$ cat src/rtl/fifo_stream_reader.sv
// ---------------------------------------------------------------------------
// fifo_stream_reader
//
// Drains the pop side of the team's synchronous FIFO and presents the words
// as a valid/ready stream through a 2-entry in-order output buffer. It also
// keeps a running count of the words it has captured.
//
// The FIFO has one cycle of read latency, and its empty flag is registered,
// so it lags the pointer update by one cycle. The reader therefore runs a
// strict IDLE -> REQ -> CAPT sequence. Only one read is ever in flight, and
// empty is looked at only in IDLE, which is when it is up to date.
//
// Ports
//   clk         system clock, all state on the rising edge
//   reset       asynchronous, active-low reset
//   enable      1 = permit starting new FIFO reads (an in-flight read completes)
//   fifo_empty  FIFO empty flag (registered, one cycle stale after a read)
//   fifo_data   FIFO data_out, valid the cycle after a read request
//   fifo_rd_en  FIFO read request, one-cycle pulse (high in REQ)
//   m_valid     stream data valid (buffer non-empty)
//   m_ready     downstream accept
//   m_data      oldest buffered word, 0 when the buffer is empty
//   rd_count    words captured from the FIFO, modulo 2^COUNT_WIDTH
//   busy        sequence in progress or buffer non-empty
// ---------------------------------------------------------------------------
module fifo_stream_reader #(
  parameter int DATA_WIDTH  = 8,
  parameter int COUNT_WIDTH = 16
) (
  input  logic                   clk,
  input  logic                   reset,
  input  logic                   enable,
  input  logic                   fifo_empty,
  input  logic [DATA_WIDTH-1:0]  fifo_data,
  output logic                   fifo_rd_en,
  output logic                   m_valid,
  input  logic                   m_ready,
  output logic [DATA_WIDTH-1:0]  m_data,
  output logic [COUNT_WIDTH-1:0] rd_count,
  output logic                   busy
);

  typedef enum logic [1:0] {
    IDLE = 2'd0,
    REQ  = 2'd1,
    CAPT = 2'd2
  } state_t;

  state_t                state;
  state_t                state_next;
  logic [1:0]            occ;
  logic [DATA_WIDTH-1:0] head_q;
  logic [DATA_WIDTH-1:0] tail_q;
  logic                  capture;
  logic                  pop;

  assign capture = (state == CAPT);
  assign pop     = m_valid && m_ready;

  // NOTE: sequential state uses non-blocking assignments so every register
  // samples the pre-edge values, no matter what order the blocks run in.
  always_ff @(posedge clk or negedge reset) begin
    if (!reset) begin
      state <= IDLE;
    end else begin
      state <= state_next;
    end
  end

  // NOTE: state_next gets its default before the case statement. A path
  // that left it unassigned would infer a latch.
  always_comb begin
    state_next = state;
    unique case (state)
      // Entering REQ only with at most one word buffered leaves a free slot
      // when CAPT completes. Pops during REQ/CAPT can only add more room.
      IDLE: if (enable && !fifo_empty && (occ <= 2'd1)) state_next = REQ;
      REQ:  state_next = CAPT;
      // empty is stale here (pointer moved at the end of REQ), so the
      // decision to read again is deferred to IDLE.
      CAPT: state_next = IDLE;
      default: state_next = IDLE;
    endcase
  end

  // Decoded straight from the state register, so an asynchronous reset
  // drops the request in the same cycle.
  assign fifo_rd_en = (state == REQ);

  // Buffer occupancy. Capture and pop on the same edge cancel out.
  always_ff @(posedge clk or negedge reset) begin
    if (!reset) begin
      occ <= 2'd0;
    end else begin
      unique case ({capture, pop})
        2'b10:   occ <= occ + 2'd1;
        2'b01:   occ <= occ - 2'd1;
        default: occ <= occ;
      endcase
    end
  end

  // NOTE: the two data slots are left without reset. m_data is forced to 0
  // whenever occupancy is 0, so their contents are never visible before
  // they have been written.
  always_ff @(posedge clk) begin
    unique case ({capture, pop})
      2'b10: begin
        if (occ == 2'd0) head_q <= fifo_data;
        else             tail_q <= fifo_data;
      end
      2'b01: head_q <= tail_q;
      2'b11: begin
        // Head leaves. The next-oldest word (tail, or the incoming word if
        // the tail is empty) moves up.
        if (occ == 2'd1) begin
          head_q <= fifo_data;
        end else begin
          head_q <= tail_q;
          tail_q <= fifo_data;
        end
      end
      default: ;
    endcase
  end

  always_ff @(posedge clk or negedge reset) begin
    if (!reset) begin
      rd_count <= '0;
    end else if (capture) begin
      rd_count <= rd_count + COUNT_WIDTH'(1);
    end
  end

  assign m_valid = (occ != 2'd0);
  assign m_data  = m_valid ? head_q : '0;
  assign busy    = (state != IDLE) || (occ != 2'd0);

endmodule

$ cat config.mk
export PLATFORM = sky130hd
export DESIGN_NAME = fifo_stream_reader
export DESIGN_NICKNAME = d
export VERILOG_FILES = /design/src/rtl/fifo_stream_reader.sv
export SDC_FILE = /design/constraint.sdc
export NUM_CORES = 1
export LEC_CHECK = 0
export ABC_AREA = 1
export CAP_MARGIN = 10
export CORE_MARGIN = 2
export CORE_UTILIZATION = 45
export CTS_CLUSTER_SIZE = 25
export DETAILED_ROUTE_END_ITERATION = 6
export PLACE_DENSITY = 0.82
export SETUP_SLACK_MARGIN = 0.4
export SLEW_MARGIN = 20
export SYNTH_ARGS = -nofsm -noshare
export SYNTH_HDL_FRONTEND = slang
export SYNTH_SLANG_ARGS = --single-unit
$ cat constraint.sdc
create_clock -name clk -period 2.4 [get_ports clk]
set_input_delay 0.36 -clock clk [delete_from_list [all_inputs] [get_ports clk]]
set_output_delay 0.36 -clock clk [all_outputs]
set_load 0.03 [all_outputs]
==> results.md, run 1 <==
- Detailed Routing Iterations Pass 1: 4
- Leading cell type in the layout, fill and taps excluded: inv_1
- Clk_lat worst skew: 290 ps
- Post-layout util: 61.6%
- Final TNS setup: 0 ps
- Seq cells post-synth: 36
- IO Pins: 40
- CTS sink count: 36
- HP Class: in -> async
- Core area: 3940 um2
- First-pass GRT wire length: 6.08 mm
- Headroom to the max-slew limit: 54.1%
- Pre-CTS setup slack: 162 ps
- Die Span Y: 67.4 um
- Mapped Area: 1810 um2
- Slew Viols, Final: 0
- CP max-delay cell: clkdlybuf4s50_1
- Dpl hpwl: 2.68 mm
- Row count: 23
- Critical-path cell list: inv_1 -> nor2_1 -> clkdlybuf4s50_1
- Buf/Inv on CP: 2
- Post-Syn Area per Cell: 9.43 um2
- RR Endpoint: tail_q[0]
- Crit path DAT: 1550 ps
- Routed WL per cell: 12.2 um
- CTS tree: built
- CP endpoint: fifo_rd_en
- Global Route Usage Sum: 18.4%
- Worst path required time: 2040 ps
- Die Width: 67.4 um
- Final setup viols: 0
- Highest cell delay on the worst timing path: 670 ps
- Critical Path Start: state[0]
- Synth cell types: 24
- R2R Setup Slk: 530 ps
- Final Hold Violating Endpoints: 0
- PwrDens: 993 nW/um2
- Die ar.: 4550 um2
- Top delay family on crit path: buffers and inverters
- Commonest non-fill, non-tap cells in the layout: inv_1 (31), nand2_1 (30), clkdlybuf4s50_1 (29)
- Vias in the first global route: 1378
- P&R area growth vs syn: 34.1%
- Startpoint Class: flip-flop
- Inst Count DP: 282
- Final Skew: 6.53 ps
- Final GP Congestion: 0.836
- Multi-input logic area: 713 um2
- CTS Hold Buffers Added: 0
- CTS buffer count: 5
- Worst Path Max Fanout: 3
- Initial antenna violation count: 0
- Post-Synthesis Cells: 192
- Worst-Margin Slew: 684 ps
- GRT Residual Overflow: 0
- Total Power: 2.41 mW
- Initial Util: 45.9%
- Vias: 1433
- # port buffers: 39
- RSZ-0062 raised after global routing: no
- Yosys warns: 0
- R2R depth: 10
- WP depth: 3
- Leakage: 1.11 nW
- Max-Cap Viols: 0
- Fillcell total: 347
- Fin crit period: 1910 ps
- Iter 0 DRT Violations: 76
- Vias per inst: 4.84
- Period utilisation layout: 79.5%
- Clock transition at path regs: 70 ps
- Max IR drop VDD: 582 uV
- Bufs on Longest Clock Path: 2
- Worst r2r src: occ[0]
- Post-route cell area: 2430 um2
- Fin cells: 296
- CTS root buffer: clkbuf_8
- H-tree lvl count: 2
- Sequential cell area fraction in the yosys report: 54.2%
- Hold WS: 397 ps
- Layout cell share with drive strength beyond 1: 17.1%
- Largest net degree at the start of global routing: 21
- DR DRC count: 0
- Ant. Diodes: 0
- Fmax: 0.524 GHz
- Nets: 266
- CP Capture Type: output pin
- Post-route ant nets: 0
- Reg area: 981 um2
- Synth Net Count: 213
- Final wirelength: 3.61 mm
- Post-route setup slack: 491 ps
- Status: complete, no violations
- Dpl cell area: 2280 um2
- Crit Path Class: reg -> out
==> Yosys cell counts <==
cell	instances	share of area [%]
nor3_1	2	0.55
mux2_2	1	0.62
clkbuf_1	1	0.21
nand4_1	2	0.69
edfxtp_1	16	27
nand3b_1	1	0.41
ha_1	8	5.5
nand3b_4	1	1.1
o21ai_1	1	0.28
nand3_1	13	3.6
nand2_1	31	6.4
nand2_2	3	1.0
inv_1	33	6.8
xnor2_1	8	3.9
o2111a_1	1	0.62
inv_2	1	0.21
nor2_4	3	1.9
dfrtp_1	20	28
clkinv_1	1	0.21
xor2_1	4	1.9
o21ai_0	13	3.6
nor2_2	1	0.35
nor2_1	23	4.8
a21oi_1	4	1.1
==> report_power, final <==
| group | switching (mW) | total (mW) | internal (mW) |
|---|---|---|---|
| clock | 0.213 | 0.521 | 0.308 |
| sequential | 0.0782 | 0.873 | 0.795 |
| combinational | 0.633 | 1.02 | 0.384 |
==> routing by layer <==
layer,up-vias,GRT usage (%),wire length [um]
met5,-,0,0
met1,674,19.8,1490
met4,0,9.18,104
li1,712,-,-
met2,40,32.4,1810
met3,7,5.67,210
==> worst register-to-register path: stages, from the launching register on <==
cell and delay (ps):
dfrtp_1 410, inv_1 70, ha_2 180, inv_2 50, nand2_2 130, clkinv_4 100, ha_2 210, nand2_1 60
o21ai_0 90, a21oi_2 140, buf_4 160
==> final cells by class <==
cell class,instances,share of cell area [%]
Sequential cell,36,40.4
Tap cell,50,2.58
Clock buffer,6,2.99
Clock inverter,2,1.44
Multi-Input combinational cell,120,29.4
Timing Repair Buffer,47,17.6
Inverter,35,5.62
==> flip-flops by register name (all words and copies together), names as in the netlist <==
| register | flops |
|---|---|
| state | 2 |
| occ | 2 |
| rd_count | 16 |
| head_q | 8 |
| tail_q | 8 |
==> kinds of logic after synthesis <==
family | share of synthesized area [%]
fa+ha+maj | 5.53
buf+inv | 7.46
simple gates | 20.8
compound gates | 5.60
flops | 54.2
mux | 0.622
xor+xnor | 5.81
==> how the worst min path moves through the flow <==
| stage | depth (start not counted) | endpoint | startpoint | slack (ps) |
|---|---|---|---|---|
| floorplan | 0 | occ[0] | reset | 60 |
| global placement | 2 | occ[1] | occ[1] | 470 |
| detailed placement | 2 | occ[1] | occ[1] | 480 |
| CTS | 2 | rd_count[11] | reset | 400 |
| global route | 2 | rd_count[14] | reset | 430 |
| finish | 2 | rd_count[14] | reset | 400 |
==> repair_timing <==
| action | 4_1_cts | 5_1_grt |
|---|---|---|
| endpoints found under the hold margin | 0 | 0 |
| resized for setup | 24 | 12 |
| pin swaps | 0 | 0 |
| endpoints found under the setup margin | 23 | 33 |
| setup buffers | 2 | 4 |
Power figures use the tool's default switching activity.
==> inputs of run 2 (changes only) <==
--- a/config.mk
+++ b/config.mk
@@ -8,10 +8,10 @@
 export ABC_AREA = 1
 export CAP_MARGIN = 10
 export CORE_MARGIN = 2
-export CORE_UTILIZATION = 45
+export CORE_UTILIZATION = 50
 export CTS_CLUSTER_SIZE = 25
 export DETAILED_ROUTE_END_ITERATION = 6
-export PLACE_DENSITY = 0.82
+export PLACE_DENSITY = 0.86
 export SETUP_SLACK_MARGIN = 0.4
 export SLEW_MARGIN = 20
 export SYNTH_ARGS = -nofsm -noshare
==> constraint.sdc (replaced) <==
create_clock -name clk -period 1.9 [get_ports clk]
set_input_delay 0.285 -clock clk [delete_from_list [all_inputs] [get_ports clk]]
set_output_delay 0.285 -clock clk [all_outputs]
set_load 0.03 [all_outputs]
==> results.md, run 2 (same netlist as run 1, synthesis figures left out) <==
- Crit Path Class: reg -> reg
- CTS sink count: 36 (unchanged)
- Total Power: 3.72 mW (+54%)
- # port buffers: 39 (unchanged)
- Final TNS setup: 0 ps (unchanged)
- Final setup viols: 0 (unchanged)
- Top flop regs: rd_count: 16 flops, head_q: 8 flops, tail_q: 8 flops
- Worst r2r src: occ[1]
- Worst path required time: 1970 ps (-70 ps)
- Headroom to the max-slew limit: 77.8% (+24 points)
- Clock transition at path regs: 130 ps (+60 ps)
- Largest net degree at the start of global routing: 21 (unchanged)
- Crit path DAT: 1850 ps (+300 ps)
- Leading cell type in the layout, fill and taps excluded: nand2_1
- RR Endpoint: tail_q[2]
- Startpoint Class: flip-flop
- CTS Hold Buffers Added: 0 (unchanged)
- Largest reg by FF count: rd_count
- Die Width: 64.2 um (-4.8%)
- CTS buffer count: 5 (unchanged)
- CP Capture Type: flip-flop
- Hold WS: 247 ps (-150 ps)
- Vias: 1514 (+5.7%)
- DR DRC count: 0 (unchanged)
- Final Skew: 16.1 ps (+9.53 ps)
- Core area: 3420 um2 (-13%)
- Nets: 277 (+4.1%)
- IO Pins: 40 (unchanged)
- Fmax: 0.562 GHz
- Clk_lat worst skew: 350 ps (+60 ps)
- Leakage: 1.24 nW (+12%)
- Vias in the first global route: 1550 (+12%)
- Post-route ant nets: 0 (unchanged)
- Iter 0 DRT Violations: 71 (-6.6%)
- Worst-Margin Slew: 333 ps (-352 ps)
- Layout cell share with drive strength beyond 1: 37.4% (+20 points)
- Initial antenna violation count: 0 (unchanged)
- Global Route Usage Sum: 22.6% (+4.2 points)
- Row count: 21 (-8.7%)
- Fin crit period: 1780 ps
- Die Span Y: 64.2 um (-4.8%)
- Final wirelength: 4.53 mm (+25%)
- Final GP Congestion: 0.854 (+2.1%)
- Post-layout util: 79.3% (+18 points)
- Commonest non-fill, non-tap cells in the layout: nand2_1 (29), inv_1 (27), dfrtp_1 (20)
- PwrDens: 1370 nW/um2 (+38%)
- R2R depth: 10 (unchanged)
- Detailed Routing Iterations Pass 1: 4 (unchanged)
- GRT Residual Overflow: 0 (unchanged)
- Max IR drop VDD: 1150 uV (+97%)
- Final Hold Violating Endpoints: 0 (unchanged)
- CTS root buffer: clkbuf_4
- Max reg flops: 16 (unchanged)
- Routed WL per cell: 15.0 um (+22%)
- Period utilisation layout: 93.6%
- RSZ-0062 raised after global routing: yes
- CTS tree: built
- Vias per inst: 5.00 (+3.2%)
- Worst Path Max Fanout: 8 (+5)
- Slew Viols, Final: 0 (unchanged)
- Max-Cap Viols: 0 (unchanged)
- Initial Util: 53.0% (+7.1 points)
- Dpl hpwl: 2.56 mm (-4.5%)
- P&R area growth vs syn: 49.7%
- First-pass GRT wire length: 7.04 mm (+16%)
- Post-route cell area: 2710 um2 (+12%)
- Dpl cell area: 2360 um2 (+3.5%)
- Bufs on Longest Clock Path: 2 (unchanged)
- Die ar.: 4120 um2 (-9.4%)
- H-tree lvl count: 2 (unchanged)
- Status: complete, no violations
- HP Class: in -> async
- Ant. Diodes: 0 (unchanged)
- R2R Setup Slk: 120 ps (-410 ps)
[run 2: worst max path at each step]
stage / from / endpoint / slack (ps)
6_report: occ[1] / tail_q[2] / 120
5_1_grt: occ[1] / tail_q[0] / 50
4_1_cts: occ[0] / tail_q[2] / 170
3_5_place_dp: occ[1] / tail_q[1] / 10
3_3_place_gp: occ[1] / tail_q[1] / 70
2_1_floorplan: occ[0] / tail_q[0] / 90
[run 2: where the power goes]
part	total, mW	internal [mW]	switching [mW]
registers	1.11	1.00	0.106
clock network	0.555	0.274	0.281
logic	2.06	0.905	1.16
total	3.72	2.18	1.54
[run 2: worst max-delay path, cell delays in order, from the launching register on]
cell      delay [ps]
dfrtp_1          420
inv_2             90
ha_4             180
inv_4             60
nand2_8           90
clkinv_8          60
ha_4             190
nand2_2           80
o21ai_2           60
a21oi_2          120
buf_6            150
[run 2: area by class of cell]
class	count	area, um2
clock buffers	5	37.5
clock inverters	3	42.5
fillers	219	706
inverters	35	154
multi-input cells	120	932
flip-flops and latches	36	981
well taps	46	57.6
repair buffers	58	505
[run 2: repair_timing]
| item | in CTS | in global routing |
|---|---|---|
| setup buffers | 9 | 5 |
| pin swaps | 10 | 14 |
| gates resized for setup | 116 | 57 |
| endpoints found under the setup margin | 45 | 53 |
[run 2: routing by layer]
layer  routed length [um]  global-route usage, %  up-vias
li1                     -                      -      741
met1                 1860                   26.0      721
met2                 2380                   40.8       42
met3                  186                   5.11       10
met4                  107                   8.24        0
met5                    0                      0        -
[run 2: through the flow]
step / cells / worst slack (ps)
after floorplan: 192 / 90.5
after global placement: 281 / 72.6
after detailed placement: 281 / 14.2
after CTS: 298 / 173
after global routing: 303 / 51.7
final: 303 / 121
